===== src/rtl/eth_pkg.sv =====
// Shared constants, FSM encoding and header byte selection for the raw Ethernet TX framer.
package eth_pkg;

    localparam int unsigned ETH_HDR_LEN     = 14;
    localparam int unsigned ETH_MIN_PAYLOAD = 46;
    localparam int unsigned ETH_MAX_PAYLOAD = 1500;

    typedef enum logic [2:0] {
        ST_IDLE,
        ST_HDR,
        ST_PAYLOAD,
        ST_PAD,
        ST_DROP
    } tx_state_t;

    // Header byte idx of {dst, src, type}, MSB byte first; out-of-range idx yields 0.
    function automatic logic [7:0] hdr_byte(input logic [3:0]  idx,
                                            input logic [47:0] dst,
                                            input logic [47:0] src,
                                            input logic [15:0] etype);
        logic [111:0] hdr;
        int unsigned  sh;
        hdr = {dst, src, etype};
        if (int'(idx) >= int'(ETH_HDR_LEN)) begin
            return '0;
        end
        sh = 8 * (ETH_HDR_LEN - 1 - int'(idx));
        return 8'(hdr >> sh);
    endfunction

endpackage


===== src/rtl/eth_tx_framer.sv =====
// Raw Ethernet TX framer: prepends a fixed 14-byte header, passes payload through,
// zero-pads to the minimum payload and truncates oversize payloads.
module eth_tx_framer
    import eth_pkg::*;
#(
    parameter logic [47:0] DST_MAC     = 48'hFFFF_FFFF_FFFF,
    parameter logic [47:0] SRC_MAC     = 48'h0200_0000_0001,
    parameter logic [15:0] ETHERTYPE   = 16'h88B5,
    parameter int unsigned MIN_PAYLOAD = ETH_MIN_PAYLOAD,
    parameter int unsigned MAX_PAYLOAD = ETH_MAX_PAYLOAD
) (
    input  logic        i_clk,
    input  logic        i_rst_n,
    input  logic        i_pl_valid,
    input  logic [7:0]  i_pl_data,
    input  logic        i_pl_last,
    output logic        o_pl_ready,
    output logic        o_eth_tx_valid,
    output logic [7:0]  o_eth_tx_data,
    output logic        o_eth_tx_last,
    input  logic        i_eth_tx_ready,
    output logic        o_busy,
    output logic        o_truncated,
    output logic [15:0] o_frame_count
);

    localparam logic [10:0] MIN_M1  = 11'(MIN_PAYLOAD - 1);
    localparam logic [10:0] MAX_M1  = 11'(MAX_PAYLOAD - 1);
    localparam logic [3:0]  HDR_END = 4'(ETH_HDR_LEN - 1);

    tx_state_t   state;
    logic [3:0]  hdr_idx;
    logic [10:0] pl_cnt;
    logic [15:0] frame_count;
    logic        truncated;
    logic        tx_fire;

    // Outputs decode from state so that reset clears them without waiting for a clock.
    always_comb begin
        o_eth_tx_valid = 1'b0;
        o_eth_tx_data  = '0;
        o_eth_tx_last  = 1'b0;
        o_pl_ready     = 1'b0;
        case (state)
            ST_HDR: begin
                o_eth_tx_valid = 1'b1;
                o_eth_tx_data  = hdr_byte(hdr_idx, DST_MAC, SRC_MAC, ETHERTYPE);
            end
            ST_PAYLOAD: begin
                o_eth_tx_valid = i_pl_valid;
                o_pl_ready     = i_eth_tx_ready;
                o_eth_tx_data  = i_pl_data;
                o_eth_tx_last  = i_pl_valid &&
                                 (i_pl_last ? (pl_cnt >= MIN_M1) : (pl_cnt == MAX_M1));
            end
            ST_PAD: begin
                o_eth_tx_valid = 1'b1;
                o_eth_tx_last  = (pl_cnt == MIN_M1);
            end
            ST_DROP: begin
                o_pl_ready = 1'b1;
            end
            default: ;
        endcase
    end

    assign tx_fire       = o_eth_tx_valid && i_eth_tx_ready;
    assign o_busy        = (state != ST_IDLE);
    assign o_truncated   = truncated;
    assign o_frame_count = frame_count;

    always_ff @(posedge i_clk or negedge i_rst_n) begin
        if (!i_rst_n) begin
            state       <= ST_IDLE;
            hdr_idx     <= '0;
            pl_cnt      <= '0;
            frame_count <= '0;
            truncated   <= 1'b0;
        end else begin
            truncated <= 1'b0;
            if (tx_fire && o_eth_tx_last) begin
                frame_count <= frame_count + 16'd1;
            end
            case (state)
                ST_IDLE: begin
                    if (i_pl_valid) begin
                        state   <= ST_HDR;
                        hdr_idx <= '0;
                        pl_cnt  <= '0;
                    end
                end
                ST_HDR: begin
                    if (tx_fire) begin
                        if (hdr_idx == HDR_END) begin
                            state <= ST_PAYLOAD;
                        end else begin
                            hdr_idx <= hdr_idx + 4'd1;
                        end
                    end
                end
                ST_PAYLOAD: begin
                    // In pass-through a TX transfer is also the payload transfer.
                    if (tx_fire) begin
                        pl_cnt <= pl_cnt + 11'd1;
                        if (i_pl_last) begin
                            state <= (pl_cnt >= MIN_M1) ? ST_IDLE : ST_PAD;
                        end else if (pl_cnt == MAX_M1) begin
                            state     <= ST_DROP;
                            truncated <= 1'b1;
                        end
                    end
                end
                ST_PAD: begin
                    if (tx_fire) begin
                        pl_cnt <= pl_cnt + 11'd1;
                        if (o_eth_tx_last) begin
                            state <= ST_IDLE;
                        end
                    end
                end
                ST_DROP: begin
                    if (i_pl_valid && i_pl_last) begin
                        state <= ST_IDLE;
                    end
                end
                default: state <= ST_IDLE;
            endcase
        end
    end

endmodule


===== config.mk =====
export PLATFORM = sky130hd
export DESIGN_NAME = eth_tx_framer
export DESIGN_NICKNAME = d
export VERILOG_FILES = /design/src/rtl/eth_pkg.sv /design/src/rtl/eth_tx_framer.sv
export SDC_FILE = /design/constraint.sdc
export NUM_CORES = 1
export LEC_CHECK = 0
export BUFFER_PORTS_ARGS = -buffer_cell sky130_fd_sc_hd__buf_4
export CORE_ASPECT_RATIO = 1.25
export CORE_MARGIN = 10
export CORE_UTILIZATION = 40
export DETAILED_ROUTE_END_ITERATION = 16
export PLACE_DENSITY = 0.7
export RECOVER_POWER = 50
export SLEW_MARGIN = 20
export SYNTH_ARGS = -nofsm -noshare
export SYNTH_HDL_FRONTEND = slang
export SYNTH_SLANG_ARGS = --single-unit

===== constraint.sdc =====
create_clock -name i_clk -period 3 [get_ports i_clk]
set_clock_uncertainty 0.1 [all_clocks]
set_input_delay 0.6 -clock i_clk [delete_from_list [all_inputs] [get_ports i_clk]]
set_output_delay 0.6 -clock i_clk [all_outputs]
set_load 0.03 [all_outputs]

==> impl_metrics.py, run 1 <==
metrics = {
    "sta": {
        "finalHoldViolCount": 0,
        "tns_ns": 0,
        "tightestPinTransition_ns": 1.861,
        "finalCritPeriodShare": 0.9687,
        "period_minus_slack_ns": 2.906,
        "fmax_mhz": 344.1,
        "finalSetupViolCount": 0,
        "drv_slew": 36,
        "setup_ws_ns": 0.09390,
        "relSlewSlack": -0.2410,
    },
    "power_and_ir_drop": {
        "p_int_uw": 1147,
        "p_seq_frac": 0.326,
        "irDropWorstVdd_v": 0.0003136,
        "p_total_uw": 2009,
        "swShare": 0.4291,
        "switching_power_uw": 862.2,
        "combinationalPowerShare": 0.453,
        "p_leak_uw": 0.001273,
        "power.density_nw_per_um2": 723.1,
        "p_clk_frac": 0.221,
    },
    "synthesis": {
        "seq_area_frac_synth": 0.3770,
        "netlist_top_cells_count": "35 x dfrtp_1, 25 x nand2_1, 12 x a21oi_1, 12 x nor2_1, 12 x xor2_1",
        "yosysUniqueCellTypes": 50,
        "synthArstFlopShare": 1.000,
        "synth_edf_count": 0,
        "synth_area_leaders": "dfrtp_1 38%, ha_1 4.8%, xor2_1 4.5%, xnor2_1 4.1%, nand2_1 4.0%",
        "synth_flop_cell": "dfrtp_1",
        "yosysMostFrequentCell": "dfrtp_1",
        "ys_warn_count": 0,
        "synth_top_cell_area_share": 0.3770,
        "syn-num-nets": 270,
        "netlist_area_um2": 2323,
        "netlist_instances": 248,
        "syn-mean-instance-area_um2": 9.369,
        "yosysTopAreaCell": "dfrtp_1",
        "yosys_register_bits": 35,
    },
    "place": {
        "port_buffers": 41,
        "post-place-ws_ns": 0.3573,
        "gp_congestion": 0.9460,
        "hpwl_um": 4279,
    },
    "clock_network": {
        "clock-sinks": 35,
        "clock_latency_ns": 0.29,
        "path_clk_slew_ns": 0.08,
        "tritoncts": "built",
        "cts_max_level": 2,
        "cts_root_buf": "clkbuf_8",
        "ctsHoldBuffers": 0,
        "numCtsBuffers": 5,
        "post_cts_buffers": 0,
        "cts_max_path_buffers": 2,
    },
    "worst_setup_path": {
        "r2r_cells": 5,
        "end_kind": "output port",
        "start_kind": "flip-flop",
        "r2r_end": "state[2]$_DFFE_PN0P_",
        "cp_num_buf_inv": 1,
        "worstSetupPathDepth": 4,
        "reg2reg_slack_ns": 0.50,
        "crit_path_start": "pl_cnt[8]$_DFFE_PN0P_",
        "crit_path_top_delay_cell": "or4_4",
        "cp_slowest_stage_delay_ns": 0.59,
        "crit_end": "o_eth_tx_last",
        "cp.arrival_ns": 2.21,
        "worstReg2RegStart": "pl_cnt[8]$_DFFE_PN0P_",
        "cpMostUsedCell": "or4_4",
        "cp_max_fo": 11,
        "path_delay_family": "simple AND/OR/NAND/NOR gates",
        "path_cells": "or4_4 > or4_4 > a21oi_1 > buf_4",
        "required_ns": 2.30,
        "critPathKind": "reg -> out",
    },
    "grt": {
        "grt_max_degree": 36,
        "grt_pass1_vias": 2037,
        "grt_pass1_wl_um": 9680,
        "antenna_found_initial": 0,
        "grt-ovfl-total": 0,
        "track_usage": 0.1248,
    },
    "detailed_routing": {
        "ant_nets": 0,
        "routed_via_density": 5.783,
        "dr.first_iter.drc_count": 133,
        "drc": 0,
        "wl_per_cell_um": 16.15,
        "drt_pass1_iterations": 4,
        "routed_wl_um": 5814,
        "route.vias.total": 2082,
    },
    "status": {
        "status": "finished, violations left",
        "violations": "capacitance limit, slew limit",
    },
    "cells_and_area": {
        "syn_to_final_growth_pct": 19.60,
        "drive_gt1_frac": 0.2041,
        "nets": 315,
        "diodes": 0,
        "regArea_um2": 877.1,
        "fillers": 561,
        "multi_input_area_um2": 1364,
    },
    "floorplan": {
        "row_count": 31,
        "initial_core_util": 0.4075,
        "dieArea_um2": 9276,
        "pin_count": 42,
        "die_h_um": 105.2,
        "die_w_um": 88.17,
        "core_um2": 5702,
    },
    "flow_run": {
        "maxCapViolCount": 1,
    },
    "min_path": {
        "hold_class": "reg -> reg",
    },
}
==> cell type report <==
cell class,instances,share of cell area
clock buffers,6,0.02972
clock inverters,2,0.01261
inverters,9,0.01216
multi-input cells,194,0.4908
flip-flops and latches,35,0.3156
well taps,66,0.02972
repair buffers,48,0.1094
==> registers in the layout, summed over array words and instances, names as in the netlist <==
register	flops
hdr_idx	4
pl_cnt	11
o_frame_count	16
state	3
o_truncated	1
==> metrics by stage <==
step | utilization | cell area (um^2) | cells | hold WS [ns]
after floorplan | - | 2323 | 248 | 0.2044
after global placement | 0.4753 | 2710 | 352 | 0.3631
after detailed placement | 0.4753 | 2710 | 352 | 0.3901
after CTS | 0.4959 | 2828 | 360 | 0.1709
after global routing | 0.4874 | 2779 | 360 | 0.4270
final | 0.4874 | 2779 | 360 | 0.3854
==> metal layers <==
layer  GRT usage  up-vias  part of all wire
li1            -     1005                 -
met1      0.1480     1017              0.43
met2      0.2063       50              0.49
met3     0.03236       10             0.061
met4     0.05056        0             0.022
met5           0        -                 0
==> how the worst min path moves through the flow <==
stage                                   from                             to  slack [ns]  cells past startpoint
2_1_floorplan                        i_rst_n         hdr_idx[0]$_DFFE_PN0P_        0.20                      0
3_3_place_gp   o_frame_count[15]$_DFFE_PN0P_  o_frame_count[15]$_DFFE_PN0P_        0.36                      1
3_5_place_dp    o_frame_count[9]$_DFFE_PN0P_   o_frame_count[9]$_DFFE_PN0P_        0.39                      1
4_1_cts                              i_rst_n   o_frame_count[8]$_DFFE_PN0P_        0.17                      1
5_1_grt        o_frame_count[15]$_DFFE_PN0P_  o_frame_count[15]$_DFFE_PN0P_        0.43                      1
6_report       o_frame_count[15]$_DFFE_PN0P_  o_frame_count[15]$_DFFE_PN0P_        0.39                      1
==> layout by cell type (no fill, tap or decap), drive strengths merged, types with 5 or more instances in the layout <==
cell type / netlist / routed
nand3: 11 / 11
buf: 3 / 33
xor2: 12 / 12
nor2: 12 / 12
nand4: 7 / 7
ha: 9 / 9
nand2: 25 / 25
a21oi: 12 / 12
inv: 9 / 9
o21ai: 10 / 10
and3: 5 / 5
xnor2: 11 / 11
o211ai: 5 / 5
dfrtp: 35 / 35
a211oi: 5 / 5
nor3: 7 / 7
clkbuf: 7 / 21
nor4: 8 / 8
==> cells by family after synthesis <==
logic type,Yosys count,synth area share
compound gates,54,0.1616
xor+xnor,23,0.08670
fa+ha+maj,9,0.04847
buf+inv,19,0.03877
flops,35,0.3770
mux,5,0.02315
simple gates,103,0.2644
==> power by group through the flow <==
stage	Sequential, uW	Clock [uW]	Combinational, uW
floorplan	620	0	632
global placement	661	0	906
detailed placement	661	0	922
CTS	653	453	923
global route	672	476	1000
finish	655	445	909
==> repair_timing <==
action	4_1_cts	5_1_grt
endpoints found under the hold margin	0	0
gates resized for setup	0	3
endpoints found under the setup margin	0	6
==> worst register-to-register path, cell delays in order, from the launching register on <==
cell and delay (ns):
dfrtp_1 0.42, or4_4 0.57, nor4_4 0.43, o21ai_0 0.16
a21oi_1 0.32, mux2_2 0.38
Power figures use the tool's default switching activity.
==> run 2: changes to the inputs <==
--- a/config.mk
+++ b/config.mk
@@ -12,6 +12,7 @@
 export DETAILED_ROUTE_END_ITERATION = 16
 export PLACE_DENSITY = 0.7
 export RECOVER_POWER = 50
+export SETUP_SLACK_MARGIN = 0.2
 export SLEW_MARGIN = 20
 export SYNTH_ARGS = -nofsm -noshare
 export SYNTH_HDL_FRONTEND = slang
==> run 2 against run 1 <==
Against the previous run: the run still ends with capacitance limit, slew limit left; global-route usage is 0.25 points higher; design area is 3.0% higher; sequential share of layout area is 0.84 points lower; clock-buffer cell count stayed put; via count is 1.1% higher; first-iteration DRC count is 6.8% higher; die area stayed put; power is 1.2% higher; routed wire length is 2.5% higher; register-to-register slack hardly changed; utilization is 1.5 points higher; sequential power hardly changed; critical endpoint is now o_eth_tx_data[0]; largest cell class unchanged.
==> impl_metrics.py, run 2 (synthesis results as in run 1) <==
metrics = {
    "status": {
        "status": "finished, violations left",
        "violations": "capacitance limit, slew limit",
    },
    "detailed_routing": {
        "ant_nets": 0,
        "route.vias.total": 2104,
        "drc": 0,
        "drt_pass1_iterations": 4,
        "wl_per_cell_um": 16.24,
        "routed_via_density": 5.733,
        "routed_wl_um": 5961,
        "dr.first_iter.drc_count": 142,
    },
    "place": {
        "place_area_um2": 2710,
        "port_buffers": 41,
        "hpwl_um": 4279,
        "gp_congestion": 0.9460,
        "dp.cells": 352,
    },
    "worst_setup_path": {
        "crit_path_start": "hdr_idx[1]$_DFFE_PN0P_",
        "start_kind": "flip-flop",
        "worstReg2RegStart": "pl_cnt[8]$_DFFE_PN0P_",
        "reg2reg_slack_ns": 0.51,
        "required_ns": 2.30,
        "critPathKind": "reg -> out",
        "cp_max_fo": 4,
        "end_kind": "output port",
        "r2r_end": "state[2]$_DFFE_PN0P_",
        "r2r_cells": 5,
        "cp.arrival_ns": 2.06,
    },
    "grt": {
        "grt-ovfl-total": 0,
        "antenna_found_initial": 0,
        "track_usage": 0.1273,
        "grt_pass1_wl_um": 9873,
        "grt_pass1_vias": 2068,
        "grt_max_degree": 36,
    },
    "cells_and_area": {
        "final_common_cell": "buf_4",
        "fillers": 559,
        "nets": 322,
        "largest_reg_flops": 16,
        "syn_to_final_growth_pct": 23.21,
        "drive_gt1_frac": 0.2392,
        "final_cell_mix": "39 x buf_4, 32 x dfrtp_1, 25 x nand2_1",
        "diodes": 0,
        "stdcell_area_um2": 2863,
        "fin_cells": 367,
    },
    "min_path": {
        "whs_endpoint": "o_frame_count[15]$_DFFE_PN0P_",
        "hold_class": "reg -> reg",
        "hp-start": "o_frame_count[15]$_DFFE_PN0P_",
        "hold_depth": 1,
    },
    "clock_network": {
        "cts_max_level": 2,
        "clock-sinks": 35,
        "ctsHoldBuffers": 0,
        "numCtsBuffers": 5,
        "cts_root_buf": "clkbuf_8",
        "path_clk_slew_ns": 0.07,
        "clock_latency_ns": 0.29,
        "tritoncts": "built",
        "cts_max_path_buffers": 2,
    },
    "sta": {
        "drv_slew": 36,
        "tns_ns": 0,
        "period_minus_slack_ns": 2.760,
        "tightestPinTransition_ns": 1.871,
        "rsz0062_at_grt": "true",
        "finalCritPeriodShare": 0.9200,
        "relSlewSlack": -0.2472,
        "finalHoldViolCount": 0,
        "finalSetupViolCount": 0,
        "fmax_mhz": 362.3,
    },
    "floorplan": {
        "pin_count": 42,
        "die_h_um": 105.2,
        "core_um2": 5702,
        "die_w_um": 88.17,
        "row_count": 31,
        "dieArea_um2": 9276,
        "initial_core_util": 0.4075,
    },
    "flow_run": {
        "maxCapViolCount": 1,
    },
    "power_and_ir_drop": {
        "power.density_nw_per_um2": 710.5,
        "p_leak_uw": 0.001305,
        "irDropWorstVdd_v": 0.0003324,
    },
}
==> run 2: cell types whose count changed in the layout (fill, tap and decap cells not counted) <==
cell	previous run	this run
buf_4	33	39
dfrtp_1	34	32
ha_1	9	7
ha_4	0	2
dfrtp_2	1	3
inv_2	0	1
buf_6	0	1
inv_1	9	8
==> run 2: area by class of cell <==
type	instances	area (um^2)	share of cell area
Inverter	9	33.78	0.01180
Timing Repair Buffer	55	360.3	0.1259
Sequential cell	35	879.6	0.3073
Multi-Input combinational cell	194	1389	0.4851
Tap cell	66	82.58	0.02885
Clock buffer	6	82.58	0.02885
Clock inverter	2	35.03	0.01224
==> run 2: metal layers <==
metal	track usage	wire length (um)	vias to the layer above
met5	0	0	-
li1	-	-	1020
met1	0.1485	2486	1016
met3	0.03236	374	12
met2	0.2130	2953	56
met4	0.05281	146	0
==> run 2: power by group <==
part	internal [uW]	switching, uW
Sequential	530	129
Clock	269	175
Combinational	367	564
==> run 2: what timing repair did <==
item	4_1_cts	5_1_grt
buffers inserted	2	5
pin swaps	1	4
setup endpoints to repair	7	7
gates resized for setup	4	6
==> run 2: critical path: stages (launching register included) <==
cell	delay, ns
dfrtp_1	0.43
ha_4	0.17
inv_2	0.05
ha_4	0.25
inv_1	0.06
a221oi_2	0.29
buf_4	0.17
nand4b_1	0.09
nand3_1	0.12
buf_6	0.14
==> run 2: worst max path at each step <==
| stage | to | slack, ns |
|---|---|---|
| floorplan | o_eth_tx_last | 0.21 |
| global placement | o_eth_tx_data[0] | 0.41 |
| detailed placement | o_eth_tx_data[0] | 0.36 |
| CTS | o_eth_tx_data[0] | 0.19 |
| global route | o_eth_tx_data[0] | 0.14 |
| finish | o_eth_tx_data[0] | 0.24 |
==> run 2: per-stage QoR <==
| stage | hold slack [ns] | total power, uW | setup WS (ns) | utilization |
|---|---|---|---|---|
| 2_1_floorplan | 0.2044 | 1252 | 0.2149 | - |
| 3_3_place_gp | 0.3631 | 1567 | 0.4123 | 0.4753 |
| 4_1_cts | 0.1709 | 2033 | 0.1873 | 0.5003 |
| 6_report | 0.3846 | 2034 | 0.2399 | 0.5021 |
| 3_5_place_dp | 0.3901 | 1583 | 0.3573 | 0.4753 |
| 5_1_grt | 0.4271 | 2174 | 0.1397 | 0.5021 |
